## config.mk

```make
export PLATFORM = sky130hd
export DESIGN_NAME = reservation_station
export DESIGN_NICKNAME = d
export VERILOG_FILES = /design/src/rtl/reservation_station_pkg.sv /design/src/rtl/reservation_station_select.sv /design/src/rtl/reservation_station.sv
export SDC_FILE = /design/constraint.sdc
export NUM_CORES = 2
export LEC_CHECK = 0
export CORE_MARGIN = 2
export CORE_UTILIZATION = 40
export CTS_CLUSTER_SIZE = 16
export DETAILED_ROUTE_END_ITERATION = 12
export GPL_TIMING_DRIVEN = 0
export MAX_ROUTING_LAYER = met4
export SYNTH_ARGS = -nofsm -noshare
export SYNTH_HDL_FRONTEND = slang
export SYNTH_HIERARCHICAL = 1
export SYNTH_SLANG_ARGS = --single-unit
```

## constraint.sdc

```tcl
create_clock -name clk_in -period 6.1 [get_ports clk_in]
set_input_delay 1.83 -clock clk_in [delete_from_list [all_inputs] [get_ports clk_in]]
set_output_delay 1.83 -clock clk_in [all_outputs]
set_load 0.02 [all_outputs]
```

## src/rtl/reservation_station_pkg.sv

```systemverilog
// Shared types and constants for the ALU reservation station.
// Optional build macro: RS_AGE_PRIORITY_EN (oldest-ready-first dispatch).
package reservation_station_pkg;

  localparam int unsigned OP_W      = 6;
  localparam int unsigned DATA_W    = 32;
  localparam int unsigned ROB_IDX_W = 4;

  localparam logic [ROB_IDX_W-1:0] NO_DEP = '0;

  localparam logic [OP_W-1:0] OPENUM_NOP  = 6'd0;
  localparam logic [OP_W-1:0] OPENUM_ADD  = 6'd1;
  localparam logic [OP_W-1:0] OPENUM_SUB  = 6'd2;
  localparam logic [OP_W-1:0] OPENUM_AND  = 6'd3;
  localparam logic [OP_W-1:0] OPENUM_OR   = 6'd4;
  localparam logic [OP_W-1:0] OPENUM_XOR  = 6'd5;
  localparam logic [OP_W-1:0] OPENUM_ADDI = 6'd6;
  localparam logic [OP_W-1:0] OPENUM_SLTI = 6'd7;
  localparam logic [OP_W-1:0] OPENUM_BEQ  = 6'd8;
  localparam logic [OP_W-1:0] OPENUM_BNE  = 6'd9;

  typedef struct packed {
    logic [ROB_IDX_W-1:0] dep;
    logic [DATA_W-1:0]    val;
  } rs_opnd_t;

  typedef struct packed {
    logic [OP_W-1:0]      op;
    rs_opnd_t             src1;
    rs_opnd_t             src2;
    logic [DATA_W-1:0]    imm;
    logic [DATA_W-1:0]    pc;
    logic [ROB_IDX_W-1:0] rob_index;
    logic                 pred_br;
  } rs_entry_t;

  // ALU broadcast takes precedence when both buses carry the awaited tag.
  function automatic rs_opnd_t wake_opnd(input rs_opnd_t             o,
                                         input logic                 alu_v,
                                         input logic [ROB_IDX_W-1:0] alu_tag,
                                         input logic [DATA_W-1:0]    alu_val,
                                         input logic                 lsb_v,
                                         input logic [ROB_IDX_W-1:0] lsb_tag,
                                         input logic [DATA_W-1:0]    lsb_val);
    rs_opnd_t r;
    r = o;
    if (o.dep != NO_DEP) begin
      if (alu_v && alu_tag == o.dep) begin
        r.val = alu_val;
        r.dep = NO_DEP;
      end else if (lsb_v && lsb_tag == o.dep) begin
        r.val = lsb_val;
        r.dep = NO_DEP;
      end
    end
    return r;
  endfunction

endpackage

```

## src/rtl/reservation_station_select.sv

```systemverilog
// Picks one requester: lowest index, or largest age (ties to lowest index) when
// RS_AGE_PRIORITY_EN is defined. Used for both dispatch and free-slot search.
module rs_select
  import reservation_station_pkg::*;
#(
  parameter int unsigned N     = 8,
  parameter int unsigned IDX_W = 3
) (
  input  logic [N-1:0]            req_i,
`ifdef RS_AGE_PRIORITY_EN
  input  logic [N-1:0][IDX_W:0]   age_i,
`endif
  output logic                    grant_valid_o,
  output logic [IDX_W-1:0]        grant_idx_o
);

  logic found;
`ifdef RS_AGE_PRIORITY_EN
  logic [IDX_W:0] best;
`endif

  always_comb begin
    found       = 1'b0;
    grant_idx_o = '0;
`ifdef RS_AGE_PRIORITY_EN
    best        = '0;
    for (int i = 0; i < N; i++) begin
      if (req_i[i] && (!found || age_i[i] > best)) begin
        found       = 1'b1;
        best        = age_i[i];
        grant_idx_o = IDX_W'(i);
      end
    end
`else
    for (int i = 0; i < N; i++) begin
      if (req_i[i] && !found) begin
        found       = 1'b1;
        grant_idx_o = IDX_W'(i);
      end
    end
`endif
    grant_valid_o = found;
  end

endmodule

```

## src/rtl/reservation_station.sv

```systemverilog
// ALU reservation station: holds decoded ops until operands are ready, wakes on
// ALU/LSB broadcasts, dispatches one per cycle. Macro: RS_AGE_PRIORITY_EN.
module reservation_station
  import reservation_station_pkg::*;
#(
  parameter int unsigned RS_SIZE  = 8,
  parameter int unsigned RS_IDX_W = 3
) (
  input  logic                 clk_in,
  input  logic                 rst_in,
  input  logic                 rdy_in,
  input  logic                 clr_in,
  input  logic                 issue_ready,
  input  logic                 issue_rs_ready,
  input  logic [OP_W-1:0]      issue_op,
  input  logic [DATA_W-1:0]    issue_rs1_val,
  input  logic [DATA_W-1:0]    issue_rs2_val,
  input  logic [ROB_IDX_W-1:0] issue_rs1_depend,
  input  logic [ROB_IDX_W-1:0] issue_rs2_depend,
  input  logic [DATA_W-1:0]    issue_imm,
  input  logic [DATA_W-1:0]    issue_PC,
  input  logic [ROB_IDX_W-1:0] issue_rob_index,
  input  logic                 issue_pred_br,
  input  logic                 alu_ready,
  input  logic [ROB_IDX_W-1:0] alu_rob_index,
  input  logic [DATA_W-1:0]    alu_result,
  input  logic                 lsb_ready,
  input  logic [ROB_IDX_W-1:0] lsb_rob_index,
  input  logic [DATA_W-1:0]    lsb_result,
  output logic                 rs_full,
  output logic                 rs_to_alu_valid,
  output logic [OP_W-1:0]      rs_to_alu_op,
  output logic [DATA_W-1:0]    rs_to_alu_rs1_val,
  output logic [DATA_W-1:0]    rs_to_alu_rs2_val,
  output logic [DATA_W-1:0]    rs_to_alu_imm,
  output logic [DATA_W-1:0]    rs_to_alu_PC,
  output logic [ROB_IDX_W-1:0] rs_to_alu_rob_index,
  output logic                 rs_to_alu_pred_br
);

  logic [RS_SIZE-1:0]  busy_q, busy_d, ready;
  rs_entry_t           entry_q [RS_SIZE];
  rs_entry_t           entry_d [RS_SIZE];
  rs_entry_t           new_entry;
  logic                free_valid, disp_valid, alloc, disp_fire;
  logic [RS_IDX_W-1:0] free_idx, disp_idx;

  logic                 valid_q;
  logic [OP_W-1:0]      op_q;
  logic [DATA_W-1:0]    rs1_q, rs2_q, imm_q, pc_q;
  logic [ROB_IDX_W-1:0] rob_q;
  logic                 pred_br_q;

  assign rs_full   = &busy_q;
  assign alloc     = issue_ready && issue_rs_ready && free_valid;
  assign disp_fire = disp_valid && !clr_in;

  always_comb begin
    for (int i = 0; i < RS_SIZE; i++) begin
      ready[i] = busy_q[i] && entry_q[i].src1.dep == NO_DEP && entry_q[i].src2.dep == NO_DEP;
    end
  end

`ifdef RS_AGE_PRIORITY_EN
  localparam int unsigned AGE_W = RS_IDX_W + 1;
  logic [RS_SIZE-1:0][AGE_W-1:0] age_q, age_d;

  always_comb begin
    age_d = age_q;
    if (alloc) begin
      for (int i = 0; i < RS_SIZE; i++) begin
        if (busy_q[i] && age_q[i] != '1) age_d[i] = age_q[i] + 1'b1;
      end
      age_d[free_idx] = '0;
    end
  end

  always_ff @(posedge clk_in or negedge rst_in) begin
    if (!rst_in) begin
      age_q <= '0;
    end else if (rdy_in) begin
      age_q <= age_d;
    end
  end
`endif

  rs_select #(.N(RS_SIZE), .IDX_W(RS_IDX_W)) u_free_sel (
    .req_i        (~busy_q),
`ifdef RS_AGE_PRIORITY_EN
    .age_i        ('0),
`endif
    .grant_valid_o(free_valid),
    .grant_idx_o  (free_idx)
  );

  rs_select #(.N(RS_SIZE), .IDX_W(RS_IDX_W)) u_disp_sel (
    .req_i        (ready),
`ifdef RS_AGE_PRIORITY_EN
    .age_i        (age_q),
`endif
    .grant_valid_o(disp_valid),
    .grant_idx_o  (disp_idx)
  );

  // Incoming operands may be satisfied by a broadcast in the same cycle.
  always_comb begin
    new_entry.op        = issue_op;
    new_entry.src1      = wake_opnd(rs_opnd_t'{dep: issue_rs1_depend, val: issue_rs1_val},
                                    alu_ready, alu_rob_index, alu_result,
                                    lsb_ready, lsb_rob_index, lsb_result);
    new_entry.src2      = wake_opnd(rs_opnd_t'{dep: issue_rs2_depend, val: issue_rs2_val},
                                    alu_ready, alu_rob_index, alu_result,
                                    lsb_ready, lsb_rob_index, lsb_result);
    new_entry.imm       = issue_imm;
    new_entry.pc        = issue_PC;
    new_entry.rob_index = issue_rob_index;
    new_entry.pred_br   = issue_pred_br;
  end

  always_comb begin
    entry_d = entry_q;
    busy_d  = busy_q;
    for (int i = 0; i < RS_SIZE; i++) begin
      if (busy_q[i]) begin
        entry_d[i].src1 = wake_opnd(entry_q[i].src1, alu_ready, alu_rob_index, alu_result,
                                    lsb_ready, lsb_rob_index, lsb_result);
        entry_d[i].src2 = wake_opnd(entry_q[i].src2, alu_ready, alu_rob_index, alu_result,
                                    lsb_ready, lsb_rob_index, lsb_result);
      end
    end
    if (disp_valid) busy_d[disp_idx] = 1'b0;
    if (alloc) begin
      busy_d[free_idx]  = 1'b1;
      entry_d[free_idx] = new_entry;
    end
    if (clr_in) busy_d = '0;
  end

  always_ff @(posedge clk_in) begin
    if (rdy_in) entry_q <= entry_d;
  end

  always_ff @(posedge clk_in or negedge rst_in) begin
    if (!rst_in) begin
      busy_q    <= '0;
      valid_q   <= 1'b0;
      op_q      <= '0;
      rs1_q     <= '0;
      rs2_q     <= '0;
      imm_q     <= '0;
      pc_q      <= '0;
      rob_q     <= '0;
      pred_br_q <= 1'b0;
    end else if (rdy_in) begin
      busy_q  <= busy_d;
      valid_q <= disp_fire;
      if (disp_fire) begin
        op_q      <= entry_q[disp_idx].op;
        rs1_q     <= entry_q[disp_idx].src1.val;
        rs2_q     <= entry_q[disp_idx].src2.val;
        imm_q     <= entry_q[disp_idx].imm;
        pc_q      <= entry_q[disp_idx].pc;
        rob_q     <= entry_q[disp_idx].rob_index;
        pred_br_q <= entry_q[disp_idx].pred_br;
      end
    end
  end

  assign rs_to_alu_valid     = valid_q;
  assign rs_to_alu_op        = op_q;
  assign rs_to_alu_rs1_val   = rs1_q;
  assign rs_to_alu_rs2_val   = rs2_q;
  assign rs_to_alu_imm       = imm_q;
  assign rs_to_alu_PC        = pc_q;
  assign rs_to_alu_rob_index = rob_q;
  assign rs_to_alu_pred_br   = pred_br_q;

endmodule

```

; Word-level counts from Yosys, hierarchy flattened
; Index checks and enable logic that the tools add are counted.
[totals]
word_cells = 360
register_bits = 1324
out_inout_bits = 141
[classes]
mux = 106
n_eq_ne = 36
n_lt_le_gt_ge = 7
bitwise = 6
n_reduce_logical = 124
[op_table]
columns = op, count
row1 = 2-to-1 mux 36 bit, 54
row2 = bitwise mux 1176 bit, 1
row3 = 2-to-1 mux 1170 bit, 1
row4 = 2-to-1 mux 72 bit, 8
row5 = binary-select mux 147 bit (select 3 bit), 1
row6 = demux 147 bit (select 3 bit), 1
row7 = 2-to-1 mux 147 bit, 3
row8 = == test 4 bit, 36
row9 = logical AND 1 bit, 72
row10 = nonzero test 4 bit, 18
row11 = logical NOT 4 bit, 16
row12 = 2-to-1 mux 3 bit, 8
row13 = 2-to-1 mux 8 bit, 3
row14 = 2-to-1 mux 1 bit, 20
row15 = inverter 8 bit, 2
row16 = logical NOT 1 bit, 15
row17 = AND 8 bit, 1
row18 = >= comparator 4 bit (second input constant), 2
row19 = < comparator 3 x 4 -> 1 bit (second input constant), 2
row20 = 2-to-1 mux 2 bit, 4
row21 = inverter 3 -> 4 bit, 2
row22 = bitwise OR 8 bit, 1
row23 = AND reduction 8 bit, 1
row24 = demux 1 bit (select 3 bit), 2
row25 = other kinds (3), 5

; Depth between registers and ports, before layout
[logic_depth]
depth_word = 35
ltp_mapped = 13
depth_no_buf = 11

; By module
; Netlist, hierarchy kept.
[modules_own_cells]
columns = module, area_each_um2, cells_each, n_inst
row1 = reservation_station, 69241.4, 5106, 1
row2 = rs_select, 82.6, 14, 2

; Least setup slack after synthesis
; No wires, ideal clock.
[synth_timing]
path_type = in2reg
startpoint = input issue_ready
endpoint = register entry_q[147] (netlist name) (enable)
stages = 6
t_required_ns = 5.659
arrival_time_ns = 4.583
setup_slack_ns = 1.076
n_path_buf = 3
cell_sequence = and3_1 -> clkbuf_1 -> and3_1 -> clkbuf_1 -> clkbuf_1 -> and2_1
[synth_via]
elab_chain_cells = 3
[synth_lines]
columns = item, line
row1 = start: declaration, reservation_station.sv:13  ; input logic issue_ready,
row2 = logical AND 1 bit (2 in series), reservation_station.sv:55  ; assign alloc = issue_ready && issue_rs_ready && free_valid;
row3 = AND reduction 2 bit (no line), -
row4 = end signal: assignment, reservation_station.sv:140  ; if (rdy_in) entry_q <= entry_d;
row5 = end: declaration, reservation_station.sv:42  ; rs_entry_t entry_q [RS_SIZE];
; Every way passes these cells.
; A chain may end at the register's enable or synchronous reset.

; Final worst setup path
[layout_timing]
startpoint = register entry_q[102] (netlist name)
endpoint = register rs1_q[31] (netlist: rs_to_alu_rs1_val[31])
[layout_via]
elab_chain_cells = 8
elab_cells_between_ends = 11
classes_between = 5 x mux / 1 x bitwise / 5 x reduce/logical
[layout_lines]
columns = item, line
row1 = logical NOT 4 bit, reservation_station.sv:60  ; ready[i] = busy_q[i] && entry_q[i].src1.dep == NO_DEP && entry_q[i].src2.dep == NO_DEP;
row2 = logical AND 1 bit, reservation_station.sv:60
row3 = named net ready[7], reservation_station.sv:41  ; logic [RS_SIZE-1:0] busy_q, busy_d, ready;
row4 = logical AND 1 bit, reservation_station_select.sv:36  ; if (req_i[i] && !found) begin
row5 = 2-to-1 mux 3 bit, reservation_station_select.sv:36
row6 = named net disp_idx[1], reservation_station.sv:46  ; logic [RS_IDX_W-1:0] free_idx, disp_idx;
row7 = inverter 3 -> 4 bit (implied by the code), reservation_station.sv:159  ; rs1_q <= entry_q[disp_idx].src1.val;
row8 = binary-select mux 147 bit (select 3 bit), reservation_station.sv:159
row9 = 2-to-1 mux 147 bit (2 in series), -
row10 = end signal: assignment, reservation_station.sv:159
row11 = end: declaration, reservation_station.sv:50  ; logic [DATA_W-1:0] rs1_q, rs2_q, imm_q, pc_q;
; The timed path passes the listed nets, and every way through them passes these cells. The select of a mux whose other input is x is not followed.

==> summary.md <==
| Metric | Value |
|---|---|
| Skew final | `0.05279 ns` |
| Die X | `420.6 um` |
| TritonCTS clock tree | `built` |
| Period minus WS final | `5.655 ns` |
| Largest net degree at the start of global routing | `114` |
| Post-DP HPWL | `209100 um` |
| Post-synth top cells | `edfxtp_1 (1176), mux2i_1 (449), o21ai_0 (397)` |
| DR iter-0 viols | `9550` |
| Post-synth top area share | `50.88%` |
| Worst Setup SP | `entry_q[102]` |
| Sequential area share after synthesis | `56.22%` |
| Critical path depth | `10` |
| Gate Count Post-Synth | `5134` |
| Yosys top cell by area | `edfxtp_1` |
| Fillers | `15334` |
| Finished Cell Area | `81340 um2` |
| Synth warn | `6` |
| Worst R2R Path Depth | `10` |
| Worst reg2reg endpoint | `rs_to_alu_rs1_val[31]` |
| DRC Markers | `0` |
| Fin crit share | `92.70%` |
| GRT Total Usage | `34.37%` |
| Critical path's largest stage delay | `1.08 ns` |
| Status | `complete, but fails checks` |
| Row count | `152` |
| Max-Cap Viols | `8` |
| PostCTS Resize Cnt | `0` |
| Clock buffer depth | `3` |
| Later-pin clock latency in the skew report | `0.84 ns` |
| DR vias | `54036` |
| Seq cells post-synth | `1324` |
| Final hold viol count | `0` |
| Placer congestion estimate | `1.051` |
| CP endpoint | `rs_to_alu_rs1_val[31]` |
| CORE AREA | `171900 um2` |
| Die H | `420.6 um` |
| Max Fclk | `176.8 MHz` |
| Htree depth | `4` |
| Final WL | `300200 um` |
| Worst path cell trace | `nor4_1 -> and3_1 -> o21ai_0 -> a211oi_1 -> clkbuf_1 -> clkbuf_1 -> buf_2 -> mux4_2 -> mux2i_1 -> o21ai_0` |
| Final setup violation count | `0` |
| Leading post-synthesis cells by cell area | `edfxtp_1 (51%), mux4_2 (9.0%), mux2i_1 (6.5%)` |
| Syn Std Cell Area | `69410 um2` |
| EDFF count, synth | `1176` |
| RSZ-0062 raised after global routing | `no` |
| Die area | `176900 um2` |
| CTS Buf Count | `149` |
| Final max-slew violation count | `63` |
| Initial Utilization | `40.37%` |
| Congestion Overflow GR | `0` |
| Vias in the first global route | `51578` |
| Ys flop type | `edfxtp_1` |
| Crit end category | `register` |
| Worst hold path class | `register to register` |
| Placement Cell Area | `76110 um2` |
| Worst-path maximum fanout | `10` |
| Clock-pin slew on the worst setup and hold paths | `0.06 ns` |
| Failing checks | `max-capacitance violations, max-slew violations` |
| Cell with the largest stage delay on the worst path | `clkbuf_1` |
| CTS sink count | `1324` |
| Post-CTS Setup Inserts | `0` |
| CP Launch Type | `register` |
| Clock Tree Root | `clkbuf_16` |
| CTS Hold Bufs | `0` |
| Synth Area per Inst | `13.52 um2` |
| DR vias/cell | `6.667` |
| Net count, final | `5858` |
| Power, Total | `22.04 mW` |
| Reg2Reg Setup Slack | `0.45 ns` |
| Port Buffers | `326` |
| Peak supply drop | `0.0002268 V` |
| First-pass DRT Iterations | `13` |
| WP data required | `6.77 ns` |
| Cell Pwr Density | `271.0 nW/um2` |
| I/O pin cnt | `368` |
| Worst setup path class | `register to register` |
| Top-count cell post-synth | `edfxtp_1` |
| Synth unique cells | `89` |
| Initial antenna violation count | `39` |
| WL/cell | `37.04 um` |
| Leakage power | `26.92 nW` |
| Syn_nets | `5361` |
| Ys async rst share | `11.18%` |
| Area delta synth->final | `17.20%` |
| Detail Route Antenna Nets | `0` |
| Crit path DAT | `6.32 ns` |
| Worst r2r src | `entry_q[102]` |
| Slew HR | `-11.90%` |
| Layout cell share with drive strength beyond 1 | `16.45%` |
| Bufs and invs on worst path | `3` |
| Top Family by Delay on Critical Path | `buffers and inverters` |
| First-pass GRT wire length | `411800 um` |
| Slew at the pin closest to its max-slew limit | `1.679 ns` |
[cell usage in the layout, fill, tap and decap left out, drive strengths merged, types with 30 or more instances in the layout]
cell	n
a211oi	72
inv	45
edfxtp	1176
a21oi	86
o221ai	33
nand3	73
mux2i	449
nand2	300
nor2	245
clkdlybuf4s50	324
buf	228
xnor2	88
or3	37
a22oi	73
a222oi	124
a21o	67
clkbuf	530
mux4	278
clkinv	46
a32o	32
diode	38
dfrtp	148
o21ai	459
nor2b	66
a2bb2oi	99
o22ai	306
nand2b	83
mux2	65
o22a	30
[worst min path at each step]
| stage | slack (ns) | start | to | cells past startpoint |
|---|---|---|---|---|
| final | 0.48 | rs_to_alu_rs2_val[18] | rs_to_alu_rs2_val[18] | 2 |
| after global routing | 0.51 | rs_to_alu_rs2_val[18] | rs_to_alu_rs2_val[18] | 2 |
| after CTS | 0.48 | rs_to_alu_rs2_val[22] | rs_to_alu_rs2_val[22] | 2 |
| after global placement | 0.46 | rs_to_alu_rs2_val[19] | rs_to_alu_rs2_val[19] | 2 |
| after floorplan | 0.53 | busy_q[3] | busy_q[3] | 2 |
| after detailed placement | 0.47 | rs_to_alu_rs2_val[22] | rs_to_alu_rs2_val[22] | 2 |
[layer usage]
| metal | vias up | track usage, % | share of wire [%] |
|---|---|---|---|
| met1 | 27260 | 42.69 | 37 |
| met4 | 0 | 22.66 | 7.9 |
| met3 | 953 | 11.19 | 13 |
| met5 | - | - | 0 |
| met2 | 4262 | 47.79 | 42 |
| li1 | 21561 | - | - |
[area by class of cell]
type / instances / area (um2) / share of cell area (%)
clock inverter: 64 / 864.6 / 1.063
antenna: 38 / 95.09 / 0.1169
multi-input combinational: 3246 / 27660 / 34.01
inverter: 41 / 153.9 / 0.1892
buffer: 523 / 2619 / 3.219
timing repair buffer: 346 / 3772 / 4.638
sequential: 1324 / 39020 / 47.97
tap: 2310 / 2890 / 3.553
clock buffer: 213 / 4265 / 5.244
[state kept, by name (all words and copies together), names as in the netlist]
register,cells
rs_to_alu_rs1_val,32
rs_to_alu_imm,32
rs_to_alu_op,6
entry_q,1176
busy_q,8
rs_to_alu_rob_index,4
rs_to_alu_PC,32
rs_to_alu_pred_br,1
rs_to_alu_valid,1
rs_to_alu_rs2_val,32
[worst register-to-register path, cell delays in order (launching register included)]
cell      delay [ns]
edfxtp_1        0.48
nor4_1          0.88
and3_1          0.32
o21ai_0         0.12
a211oi_1        0.24
clkbuf_1        0.18
clkbuf_1        1.08
buf_2           0.73
mux4_2          0.58
mux2i_1         0.71
o21ai_0         0.18
[stage by stage]
step	TNS (ns)	hold slack (ns)	util, %	setup slack, ns	cells
finish	0	0.4779	47.31	0.4450	8105
global route	0	0.5073	47.31	0.4375	8100
CTS	0	0.4828	47.25	0.6508	8067
detailed placement	-0.06700	0.4710	44.27	-0.03324	7790
global placement	-	0.4643	43.95	-22.17	7770
floorplan	0	0.5306	-	1.076	5134
[where the power goes]
group,switching (mW),total [mW],internal (mW),leakage [nW]
combinational,1.33,2.09,0.762,11.3
clock,4.07,9.51,5.45,2.50
sequential,0.193,10.4,10.2,13.1
total,5.59,22.0,16.4,26.9
[kinds of logic (layout without fill, tap and decap cells)]
kind of cell	count (synthesis)	in the layout	share of synthesized area, %
compound gates	1434	1434	15.45
flops	1324	1324	56.22
simple gates	915	915	6.434
mux	792	792	16.55
buf+inv	564	1187	3.986
xor+xnor	105	105	1.363
other cells	0	38	0
Power figures use the tool's default switching activity.
